### config.mk
export PLATFORM = sky130hd
export DESIGN_NAME = quantum_scheduler
export DESIGN_NICKNAME = d
export VERILOG_FILES = /design/src/rtl/quantum_sched_pkg.sv /design/src/rtl/rr_picker.sv /design/src/rtl/quantum_scheduler.sv
export SDC_FILE = /design/constraint.sdc
export NUM_CORES = 1
export LEC_CHECK = 0
export ABC_AREA = 0
export BUFFER_PORTS_ARGS = -buffer_cell sky130_fd_sc_hd__buf_2
export CAP_MARGIN = 10
export CORE_UTILIZATION = 59
export CTS_CLUSTER_DIAMETER = 30
export DETAILED_ROUTE_END_ITERATION = 8
export GPL_ROUTABILITY_DRIVEN = 0
export HOLD_SLACK_MARGIN = 0.06
export PLACE_DENSITY = 0.84
export SYNTH_ARGS = -nofsm -noshare
export SYNTH_HDL_FRONTEND = slang
export SYNTH_HIERARCHICAL = 1
export SYNTH_SLANG_ARGS = --single-unit
### constraint.sdc
create_clock -name i_clock -period 4.44 [get_ports i_clock]
set_input_delay 0.222 -clock i_clock [delete_from_list [all_inputs] [get_ports i_clock]]
set_output_delay 0.222 -clock i_clock [all_outputs]
set_load 0.03 [all_outputs]
### src/rtl/quantum_sched_pkg.sv
// quantum_sched_pkg: shared state encoding and default widths for the quantum scheduler
package quantum_sched_pkg;
    typedef enum logic [1:0] {
        IDLE = 2'd0,
        RUN  = 2'd1,
        REQ  = 2'd2
    } state_t;
    localparam int NUM_PROC_DEF  = 4;
    localparam int QUANTUM_W_DEF = 8;
endpackage

### src/rtl/rr_picker.sv
// rr_picker: round-robin pick of the first set mask bit at or after i_start, wrapping
//   i_mask  - candidate bit per slot
//   i_start - first slot searched; i_start-1 is searched last
//   o_found - some bit of i_mask is set
//   o_pid   - selected slot (i_start when nothing is found)
module rr_picker
    import quantum_sched_pkg::*;
#(
    parameter int  NUM_PROC = NUM_PROC_DEF,
    localparam int PID_W    = $clog2(NUM_PROC)
) (
    input  logic [NUM_PROC-1:0] i_mask,
    input  logic [PID_W-1:0]    i_start,
    output logic                o_found,
    output logic [PID_W-1:0]    o_pid
);
    // Scanning the rotated offsets downwards leaves the lowest offset as the final winner.
    always_comb begin
        o_found = 1'b0;
        o_pid   = i_start;
        for (int k = NUM_PROC - 1; k >= 0; k--) begin
            if (i_mask[i_start + PID_W'(k)]) begin
                o_found = 1'b1;
                o_pid   = i_start + PID_W'(k);
            end
        end
    end
endmodule

### src/rtl/quantum_scheduler.sv
// quantum_scheduler: preemptive round-robin scheduler with instruction quantum and switch handshake
//   i_clock / i_reset          - rising-edge clock, asynchronous active-low reset
//   i_enable                   - 0 freezes the counter and blocks new switch requests
//   i_quantum                  - instructions per slice (0 behaves as 1)
//   i_instr_retire / i_halt    - pulses from the running process
//   i_load_valid / i_load_pid  - mark a slot ready after loading
//   i_switch_ack               - control path finished the context switch
//   o_switch_req / o_next_pid  - pending switch and its target (stable while requested)
//   o_cur_pid / o_ready_mask   - running slot and ready bits
//   o_idle                     - no runnable process
module quantum_scheduler
    import quantum_sched_pkg::*;
#(
    parameter int  NUM_PROC  = NUM_PROC_DEF,
    parameter int  QUANTUM_W = QUANTUM_W_DEF,
    localparam int PID_W     = $clog2(NUM_PROC)
) (
    input  logic                 i_clock,
    input  logic                 i_reset,
    input  logic                 i_enable,
    input  logic [QUANTUM_W-1:0] i_quantum,
    input  logic                 i_instr_retire,
    input  logic                 i_halt,
    input  logic                 i_load_valid,
    input  logic [PID_W-1:0]     i_load_pid,
    input  logic                 i_switch_ack,
    output logic                 o_switch_req,
    output logic [PID_W-1:0]     o_next_pid,
    output logic [PID_W-1:0]     o_cur_pid,
    output logic [NUM_PROC-1:0]  o_ready_mask,
    output logic                 o_idle
);
    state_t               r_state, w_state_nxt;
    logic [PID_W-1:0]     r_cur_pid, r_next_pid, w_cur_nxt, w_next_nxt, w_pick_pid;
    logic [NUM_PROC-1:0]  r_ready, w_ready_nxt, w_pick_mask, w_halt_bit, w_load_bit;
    logic [QUANTUM_W-1:0] r_cnt, w_cnt_nxt, w_qlast;
    logic                 w_halt, w_retire, w_expire, w_found;

    // Retire and halt only matter while a process runs with the scheduler enabled.
    assign w_halt      = (r_state == RUN) && i_enable && i_halt;
    assign w_retire    = (r_state == RUN) && i_enable && i_instr_retire;
    assign w_qlast     = i_quantum - QUANTUM_W'(i_quantum != '0);
    // >= so that shrinking the quantum mid-slice expires on the next retire.
    assign w_expire    = w_retire && (r_cnt >= w_qlast);
    assign w_halt_bit  = w_halt ? NUM_PROC'(1) << r_cur_pid : '0;
    assign w_load_bit  = i_load_valid ? NUM_PROC'(1) << i_load_pid : '0;
    // Load is applied after the halt clear so a coincident load keeps the slot ready.
    assign w_ready_nxt = (r_ready & ~w_halt_bit) | w_load_bit;
    // A halted process is excluded from the search; the current slot is otherwise searched last.
    assign w_pick_mask = r_ready & ~w_halt_bit;

    rr_picker #(.NUM_PROC(NUM_PROC)) u_picker (
        .i_mask  (w_pick_mask),
        .i_start (r_cur_pid + PID_W'(1)),
        .o_found (w_found),
        .o_pid   (w_pick_pid)
    );

    always_comb begin
        w_state_nxt = (r_state == RUN || r_state == REQ) ? r_state : IDLE;
        w_cur_nxt   = r_cur_pid;
        w_next_nxt  = r_next_pid;
        w_cnt_nxt   = (w_retire && r_cnt != '1) ? r_cnt + QUANTUM_W'(1) : r_cnt;
        if (r_state == IDLE && i_enable && r_ready != '0) begin
            w_next_nxt  = w_pick_pid;
            w_state_nxt = REQ;
        end else if (w_halt || w_expire) begin
            if (!w_found) begin
                w_state_nxt = IDLE;
            end else if (w_pick_pid == r_cur_pid) begin
                w_cnt_nxt = '0;
            end else begin
                w_next_nxt  = w_pick_pid;
                w_state_nxt = REQ;
            end
        end else if (r_state == REQ && i_switch_ack) begin
            w_cur_nxt   = r_next_pid;
            w_cnt_nxt   = '0;
            w_state_nxt = RUN;
        end
    end

    always_ff @(posedge i_clock or negedge i_reset) begin
        if (!i_reset) begin
            r_state    <= IDLE;
            r_cur_pid  <= '0;
            r_next_pid <= '0;
            r_ready    <= '0;
            r_cnt      <= '0;
        end else begin
            r_state    <= w_state_nxt;
            r_cur_pid  <= w_cur_nxt;
            r_next_pid <= w_next_nxt;
            r_ready    <= w_ready_nxt;
            r_cnt      <= w_cnt_nxt;
        end
    end

    assign o_switch_req = (r_state == REQ);
    assign o_idle       = (r_state == IDLE);
    assign o_next_pid   = r_next_pid;
    assign o_cur_pid    = r_cur_pid;
    assign o_ready_mask = r_ready;
endmodule

==> flow_metrics.py, run 1 <==
metrics = {
    "power": {
        "switching_share": 0.474,
        "clkPwrFrac": 0.113,
        "power_density_nw_per_um2": 572,
        "switching_power_mw": 0.440,
        "seqPwrFrac": 0.303,
        "p_int_mw": 0.489,
        "comb_power_share": 0.584,
        "vdd_drop_max_mv": 0.494,
        "p_leak_nw": 0.774,
    },
    "setup_path": {
        "critPathTopFamily": "simple AND/OR/NAND/NOR gates",
        "crit_buf_inv": 0,
        "endpoint_kind": "flip-flop",
        "critPathMaxFanout": 6,
        "rrSetupSlack_ps": 1200,
        "critical_path_class": "flip-flop to flip-flop",
        "worst_r2r_path_depth": 10,
        "r2r_end": "o_next_pid[0]",
        "slowest_delay_ps": 520,
        "required_ps": 4640,
        "reg2reg_from": "r_state[1]",
        "worstSetupStartpointType": "flip-flop",
        "critPathSlowestCell": "or4_1",
        "arrival_ps": 3440,
        "path_cells": "nand3b_1 > nor2_1 > a21boi_0 > and2b_2 > or4_1 > nand2_1 > xor2_1 > o31ai_1 > a21oi_2 > mux2_1",
    },
    "sta": {
        "relSlewSlack": 0.552,
        "period_share": 0.730,
        "finalSetupViolations": 0,
        "worstMarginPinSlew_ps": 665,
        "fmax_mhz": 309,
        "fin_worst_skew_ps": 6.36,
        "rsz0062_at_grt": "false",
        "final_max_slew_viol_count": 0,
        "fin_setup_tns_ps": 0,
        "min_period_ps": 3240,
        "hold_violations": 0,
    },
    "drt": {
        "vias_per_cell": 5.86,
        "drt_iter0_drc": 28,
        "ant_nets": 0,
        "drc": 0,
        "drtPass1Iterations": 5,
        "wl_per_cell_um": 14.6,
        "routed_wl_mm": 3.15,
        "vias": 1260,
    },
    "clock_tree": {
        "path_clk_slew_ps": 110,
        "h-tree-depth": 1,
        "cts.path.max_buffers": 2,
        "clkLatencyLatePin_ps": 300,
        "cts.sinks": 18,
        "cts_tree": "done",
        "root_buffer": "clkbuf_4",
        "postCtsResizedCells": 0,
        "cts_buffers": 3,
    },
    "hold_path": {
        "min_path_cells": 2,
        "hp-start": "i_load_pid[1]",
        "min_to": "o_ready_mask[2]",
        "hp-class": "input port to flip-flop",
    },
    "placement": {
        "placed_area_um2": 1580,
        "portBuffers": 26,
        "post-dp-hpwl_mm": 2.48,
    },
    "global_route": {
        "use_met3": 0.0446,
        "grt_pass1_wl_mm": 5.21,
        "track_usage": 0.271,
        "grt_max_degree": 19,
        "overflow": 0,
        "antenna_found_initial": 0,
        "grt_use_met2": 0.478,
        "grt-busiest-layer": "met2",
        "grt_util_met1": 0.337,
        "grt_pass1_vias": 1242,
    },
    "layout": {
        "nets": 220,
        "final_area_um2": 1620,
        "layout-drive-gt1-share": 0.251,
        "diodes": 0,
        "syn2layout_area_growth_pct": 15.0,
    },
    "logic_synthesis": {
        "synth_top_area_cell": "dfrtp_1",
        "synth_area_um2": 1410,
        "synthFlopType": "dfrtp_1",
        "syn_inst": 156,
        "yosys_warnings": 6,
        "ys_top_cells_by_area": "dfrtp_1, ha_1, nor2_1",
        "synth-seq-cells": 18,
        "yosys.cell_count.top_type": "nor2_1",
        "synthesis.nets": 188,
        "ys_seq_area_frac": 0.319,
        "yosysTopAreaCellShare": 0.319,
        "yosys-top-cells-count": "nor2_1, dfrtp_1, ha_1",
        "synth-edff-count": 0,
        "synth.distinct_cells": 41,
        "syn_avg_cell_area_um2": 9.06,
        "synth-async-reset-ratio": 1.00,
    },
    "run": {
        "cap_violations": 0,
    },
    "floorplanning": {
        "start_util": 0.632,
        "die_area_um2": 2590,
        "fp.dieW_um": 50.9,
        "coreArea_um2": 2230,
        "die_h_um": 50.9,
        "boundaryPins": 27,
        "num_rows": 17,
    },
    "run_status": {
        "status": "complete, no violations",
    },
}
flip-flops by register name (all words and copies together), names as in the netlist:
name          cells
o_cur_pid         2
o_next_pid        2
o_ready_mask      4
r_cnt             8
r_state           2
cells by family after synthesis:
kind of cell    after synthesis  synth area share
compound gates               35             0.190
simple gates                 56             0.201
fa+ha+maj                    15             0.133
xor+xnor                     12            0.0744
flops                        18             0.319
mux                           6            0.0461
buf+inv                      14            0.0372
worst register-to-register path, stage by stage, from the launching register on:
cell and delay, ps:
dfrtp_1 430, nand3b_1 280, nor2_1 390, a21boi_0 300, and2b_2 280, or4_1 520, nand2_1 110, xor2_1 190
o31ai_1 120, a21oi_2 170, mux2_1 340
power groups by stage:
stage | clock [mW] | sequential [mW] | combinational, mW
floorplan | 0 | 0.330 | 0.351
global placement | 0 | 0.278 | 0.514
detailed placement | 0 | 0.284 | 0.536
CTS | 0.106 | 0.281 | 0.540
global route | 0.113 | 0.289 | 0.601
finish | 0.105 | 0.281 | 0.542
per-stage QoR:
step	cells	hold WS, ps	power, mW	setup WS (ps)	util
detailed placement	210	184	0.820	1300	0.706
CTS	215	185	0.927	1240	0.727
global route	215	183	1.00	961	0.727
global placement	210	165	0.793	1410	0.706
finish	215	188	0.929	1200	0.727
floorplan	156	-73.6	0.682	1630	-
layer usage:
layer  part of all wire  up-vias  wire length, µm
met4             0.0095        0               30
met2               0.49       50             1540
li1                   -      617                -
met3              0.043        6              134
met5                  0        -                0
met1               0.46      587             1440
repair_timing:
action                                 4_1_cts  5_1_grt
buffers inserted                             0        0
endpoints found under the hold margin       18        0
hold buffers                                 1        0
worst max-delay path by stage:
stage / start / end / slack, ps / depth (start not counted)
6_report: r_state[1] / o_next_pid[0] / 1200 / 10
5_1_grt: r_state[1] / o_next_pid[1] / 960 / 10
4_1_cts: r_state[1] / o_next_pid[1] / 1240 / 10
3_5_place_dp: r_state[1] / o_next_pid[1] / 1300 / 10
3_3_place_gp: r_state[1] / o_next_pid[1] / 1410 / 10
2_1_floorplan: o_cur_pid[0] / o_next_pid[0] / 1630 / 9
layout make-up:
cell class	instances	area (µm²)
multi-input combinational	124	910
fill	182	609
timing repair buffer	27	140
inverter	14	52.6
clock buffer	4	36.3
sequential	18	450
tap	28	35.0
cell usage in the layout, fill, tap and decap left out, types with 2 or more instances in the layout:
cell type / Yosys / final
mux2_2: 2 / 2
o21ai_0: 6 / 6
nor3_1: 4 / 4
nand3_1: 4 / 4
mux2i_1: 2 / 2
inv_1: 14 / 14
o22ai_1: 2 / 2
mux2_1: 2 / 2
a21boi_0: 4 / 4
xnor2_1: 4 / 4
xor2_1: 8 / 8
dfrtp_1: 18 / 18
a211oi_2: 3 / 3
buf_2: 0 / 26
a21oi_1: 5 / 5
nor2_1: 19 / 19
and2b_2: 2 / 2
nor4_1: 3 / 3
nand2_1: 13 / 13
ha_1: 15 / 15
clkbuf_4: 0 / 3
a31o_2: 4 / 4
a21oi_2: 2 / 2
(Power assumes the default switching activity.)
==> inputs of run 2 (changes only) <==
Settings changed: CORE_UTILIZATION 59 to 55, PLACE_DENSITY 0.84 to 0.79.
Clock period 4.44 ns to 3.3 ns, I/O delays scaled along.
==> flow_metrics.py, run 2 (synthesis results as in run 1) <==
metrics = {
    "hold_path": {
        "hp-class": "input port to flip-flop",
    },
    "global_route": {
        "overflow": 0,
        "track_usage": 0.264,
        "antenna_found_initial": 0,
        "grt_pass1_wl_mm": 5.28,
        "grt_pass1_vias": 1231,
        "grt_max_degree": 19,
    },
    "floorplanning": {
        "num_rows": 18,
        "boundaryPins": 27,
        "coreArea_um2": 2450,
        "die_h_um": 52.7,
        "die_area_um2": 2780,
        "start_util": 0.575,
        "fp.dieW_um": 52.7,
    },
    "layout": {
        "diodes": 0,
        "regMostFlops": "r_cnt",
        "layout_commonest_cell": "buf_2",
        "largest_reg_flops": 8,
        "final_cell_mix": "buf_2, nor2_1, dfrtp_1",
        "regArea_um2": 450,
        "multiInputGateArea_um2": 912,
        "syn2layout_area_growth_pct": 15.3,
        "fillers": 197,
        "layout-drive-gt1-share": 0.257,
        "nets": 220,
    },
    "power": {
        "vdd_drop_max_mv": 0.806,
        "design_power_total_mw": 1.25,
        "power_density_nw_per_um2": 765,
        "p_leak_nw": 0.774,
    },
    "setup_path": {
        "worstSetupStartpointType": "flip-flop",
        "critPathSlowestCell": "or4_1",
        "slowest_delay_ps": 490,
        "arrival_ps": 3170,
        "critical_path_class": "flip-flop to flip-flop",
        "crit_buf_inv": 0,
        "required_ps": 3490,
        "critPathTopFamily": "simple AND/OR/NAND/NOR gates",
        "endpoint_kind": "flip-flop",
        "critPathMaxFanout": 6,
        "path_cells": "nand3b_1 > nor2_2 > a21boi_0 > and2b_2 > or4_1 > nand2_1 > xor2_1 > o31ai_1 > a21oi_2 > mux2_1",
    },
    "drt": {
        "routed_wl_mm": 3.13,
        "vias": 1266,
        "wl_per_cell_um": 14.4,
        "drtPass1Iterations": 4,
        "drt_iter0_drc": 25,
        "vias_per_cell": 5.83,
        "drc": 0,
        "ant_nets": 0,
    },
    "placement": {
        "post-dp-hpwl_mm": 2.51,
        "portBuffers": 26,
    },
    "sta": {
        "fin_worst_skew_ps": 5.00,
        "hold_violations": 0,
        "min_period_ps": 2980,
        "fin_setup_tns_ps": 0,
        "rsz0062_at_grt": "false",
        "period_share": 0.903,
        "relSlewSlack": 0.602,
        "finalSetupViolations": 0,
        "fmax_mhz": 336,
        "final_max_slew_viol_count": 0,
        "worstMarginPinSlew_ps": 592,
    },
    "clock_tree": {
        "cts_buffers": 3,
        "h-tree-depth": 1,
        "root_buffer": "clkbuf_4",
        "path_clk_slew_ps": 110,
        "cts_setup_buffers": 0,
        "cts_tree": "done",
        "cts.path.max_buffers": 2,
        "cts.sinks": 18,
        "clkLatencyLatePin_ps": 300,
    },
    "run": {
        "cap_violations": 0,
    },
    "run_status": {
        "status": "complete, no violations",
    },
}
## run 2: power by group
part | total [mW] | switching, mW | internal, mW
clock | 0.141 | 0.0733 | 0.0674
combinational | 0.730 | 0.433 | 0.298
sequential | 0.375 | 0.0820 | 0.293
## run 2: per-layer routing
metal | global-route usage | vias up | share of wire
met5 | 0 | - | 0
met4 | 0.110 | 0 | 0.0067
met3 | 0.0464 | 3 | 0.028
met2 | 0.470 | 26 | 0.54
met1 | 0.306 | 615 | 0.43
li1 | - | 622 | -
## run 2: worst paths after layout
| check | from | endpoint | slack, ps | cells past startpoint |
|---|---|---|---|---|
| worst max-delay path | r_state[1] | o_next_pid[0] | 320 | 10 |
| worst max register to register | r_state[1] | o_next_pid[0] | 320 | 10 |
| max in group asynchronous | i_reset | o_ready_mask[0] | 2700 | 2 |
| worst min register to register | o_next_pid[1] | o_next_pid[1] | 550 | 1 |
| min in group asynchronous | i_reset | r_cnt[3] | 310 | 2 |
| worst min-delay path | i_load_pid[1] | o_ready_mask[2] | 130 | 2 |
## run 2: layout make-up
class | instances | share of cell area
Inverter | 14 | 0.0323
Clock buffer | 4 | 0.0223
Sequential cell | 18 | 0.276
Timing Repair Buffer | 27 | 0.0860
Multi-Input combinational cell | 124 | 0.560
Tap cell | 30 | 0.0230
## run 2: stage by stage
step,setup WS [ps],cell area (µm²),hold WS (ps),utilization,cells
floorplan,486,1410,-131,-,156
global placement,340,1580,114,0.644,212
detailed placement,239,1580,120,0.644,212
CTS,205,1630,123,0.663,217
global route,114,1630,135,0.664,217
finish,321,1630,129,0.664,217
## run 2: repair_timing
item | CTS | global route
endpoints found under the hold margin | 18 | 0
resized for setup | 0 | 2
setup endpoints to repair | 0 | 9
hold buffers | 1 | 0
==> inputs of run 3 (changes only) <==
Settings changed: CAP_MARGIN 10 to 20, CORE_UTILIZATION 55 to 49, PLACE_DENSITY 0.79 to 0.75.
Clock period 3.3 ns to 2.6 ns, I/O delays scaled along.
==> flow_metrics.py, run 3 (synthesis results as in run 1) <==
metrics = {
    "global_route": {
        "antenna_found_initial": 0,
        "track_usage": 0.238,
        "grt_max_degree": 19,
        "grt_pass1_wl_mm": 5.95,
        "overflow": 0,
        "grt_pass1_vias": 1369,
    },
    "sta": {
        "holdWs_ps": 98.5,
        "setup_ws_ps": -29.8,
        "relSlewSlack": 0.639,
        "finalSetupViolations": 2,
        "hold_violations": 0,
        "fin_worst_skew_ps": 5.36,
        "min_period_ps": 2630,
        "fin_setup_tns_ps": -53.7,
        "rsz0062_at_grt": "true",
        "final_max_slew_viol_count": 0,
        "period_share": 1.01,
        "fmax_mhz": 380,
        "worstMarginPinSlew_ps": 536,
    },
    "clock_tree": {
        "path_clk_slew_ps": 110,
        "root_buffer": "clkbuf_4",
        "cts.sinks": 18,
        "cts_tree": "done",
        "h-tree-depth": 1,
        "clkLatencyLatePin_ps": 290,
        "cts_buffers": 3,
        "cts.path.max_buffers": 2,
    },
    "layout": {
        "layout_commonest_cell": "buf_2",
        "largest_reg_flops": 8,
        "diodes": 0,
        "syn2layout_area_growth_pct": 36.2,
        "final_area_um2": 1920,
        "layout-drive-gt1-share": 0.411,
        "fillers": 205,
        "utilization": 0.704,
        "final_cell_mix": "buf_2, buf_4, nor2_1, dfrtp_1, ha_1",
        "regMostFlops": "r_cnt",
        "nets": 247,
    },
    "drt": {
        "vias_per_cell": 5.57,
        "wl_per_cell_um": 15.0,
        "drc": 0,
        "drtPass1Iterations": 5,
        "vias": 1365,
        "ant_nets": 0,
        "drt_iter0_drc": 62,
        "routed_wl_mm": 3.67,
    },
    "power": {
        "power_density_nw_per_um2": 1020,
        "vdd_drop_max_mv": 1.14,
        "p_leak_nw": 0.932,
    },
    "run_status": {
        "violations": "setup timing",
        "status": "finished, violations left",
    },
    "floorplanning": {
        "fp.dieW_um": 55.7,
        "coreArea_um2": 2730,
        "die_area_um2": 3100,
        "start_util": 0.517,
        "boundaryPins": 27,
        "num_rows": 19,
        "die_h_um": 55.7,
    },
    "hold_path": {
        "hp-class": "input port to flip-flop",
    },
    "setup_path": {
        "arrival_ps": 2820,
        "critPathSlowestCell": "or4_4",
        "path_cells": "nand3b_1 > nor2_4 > a21boi_2 > and2b_2 > or4_4 > nand2_4 > xor2_2 > o31ai_2 > a21oi_2 > mux2_4",
        "endpoint_kind": "flip-flop",
        "worstSetupStartpointType": "flip-flop",
        "critPathMaxFanout": 4,
        "critical_path_class": "flip-flop to flip-flop",
        "slowest_delay_ps": 490,
        "required_ps": 2790,
    },
    "placement": {
        "portBuffers": 26,
        "placed_area_um2": 1760,
        "post-dp-hpwl_mm": 2.70,
        "dp_slack_ps": -216,
    },
    "run": {
        "cap_violations": 0,
    },
}
## run 3: cell types whose count changed in the layout (fill, tap and decap cells not counted), sizes merged
cell | before | now
buf | 26 | 53
## run 3: repair_timing
| action | in CTS | in global routing |
|---|---|---|
| hold buffers | 1 | 0 |
| endpoints found under the setup margin | 4 | 11 |
| gates resized for setup | 4 | 15 |
| pin swaps | 2 | 7 |
| endpoints found under the hold margin | 18 | 0 |
| buffers inserted | 2 | 3 |
## run 3: layout make-up
cell class,count,area (µm²),share of cell area
clock buffer,4,36.3,0.0189
multi-input combinational,124,995,0.517
inverter,14,52.6,0.0273
timing repair buffer,54,350,0.182
sequential,18,452,0.235
tap,31,38.8,0.0202
## run 3: per-stage QoR
stage,std cells,power [mW]
after floorplan,156,1.18
after global placement,235,1.51
after detailed placement,235,1.56
after CTS,242,1.77
after global routing,245,2.09
final,245,1.96
## run 3: final timing paths
path | start | endpoint | slack, ps | depth (start not counted)
setup / recovery | r_state[1] | o_next_pid[1] | -30 | 10
hold / removal | i_load_pid[0] | o_ready_mask[3] | 100 | 2
setup reg to reg | r_state[1] | o_next_pid[1] | -30 | 10
hold reg to reg | o_next_pid[0] | o_next_pid[0] | 570 | 1
max in group asynchronous | i_reset | o_cur_pid[0] | 2000 | 2
min in group asynchronous | i_reset | r_state[0] | 290 | 2
## run 3: critical path: cells and delay by family (launching register included)
kind                      cells  cell delay (ps)
AOI/OAI and AO/OA             3              420
xor gates and xnor gates      1              180
DFF                           1              390
muxes                         1              330
and+or+nand+nor               5             1210
## run 3: metal layers
metal	wire length [µm]	GRT usage	vias to the layer above
met5	0	0	-
met4	102	0.0750	0
met3	107	0.0140	10
met2	1840	0.413	43
met1	1620	0.318	644
li1	-	-	668
## run 3: power by group
group | switching [mW] | internal (mW)
sequential | 0.0852 | 0.374
combinational | 0.706 | 0.618
clock | 0.0898 | 0.0852
total | 0.881 | 1.08
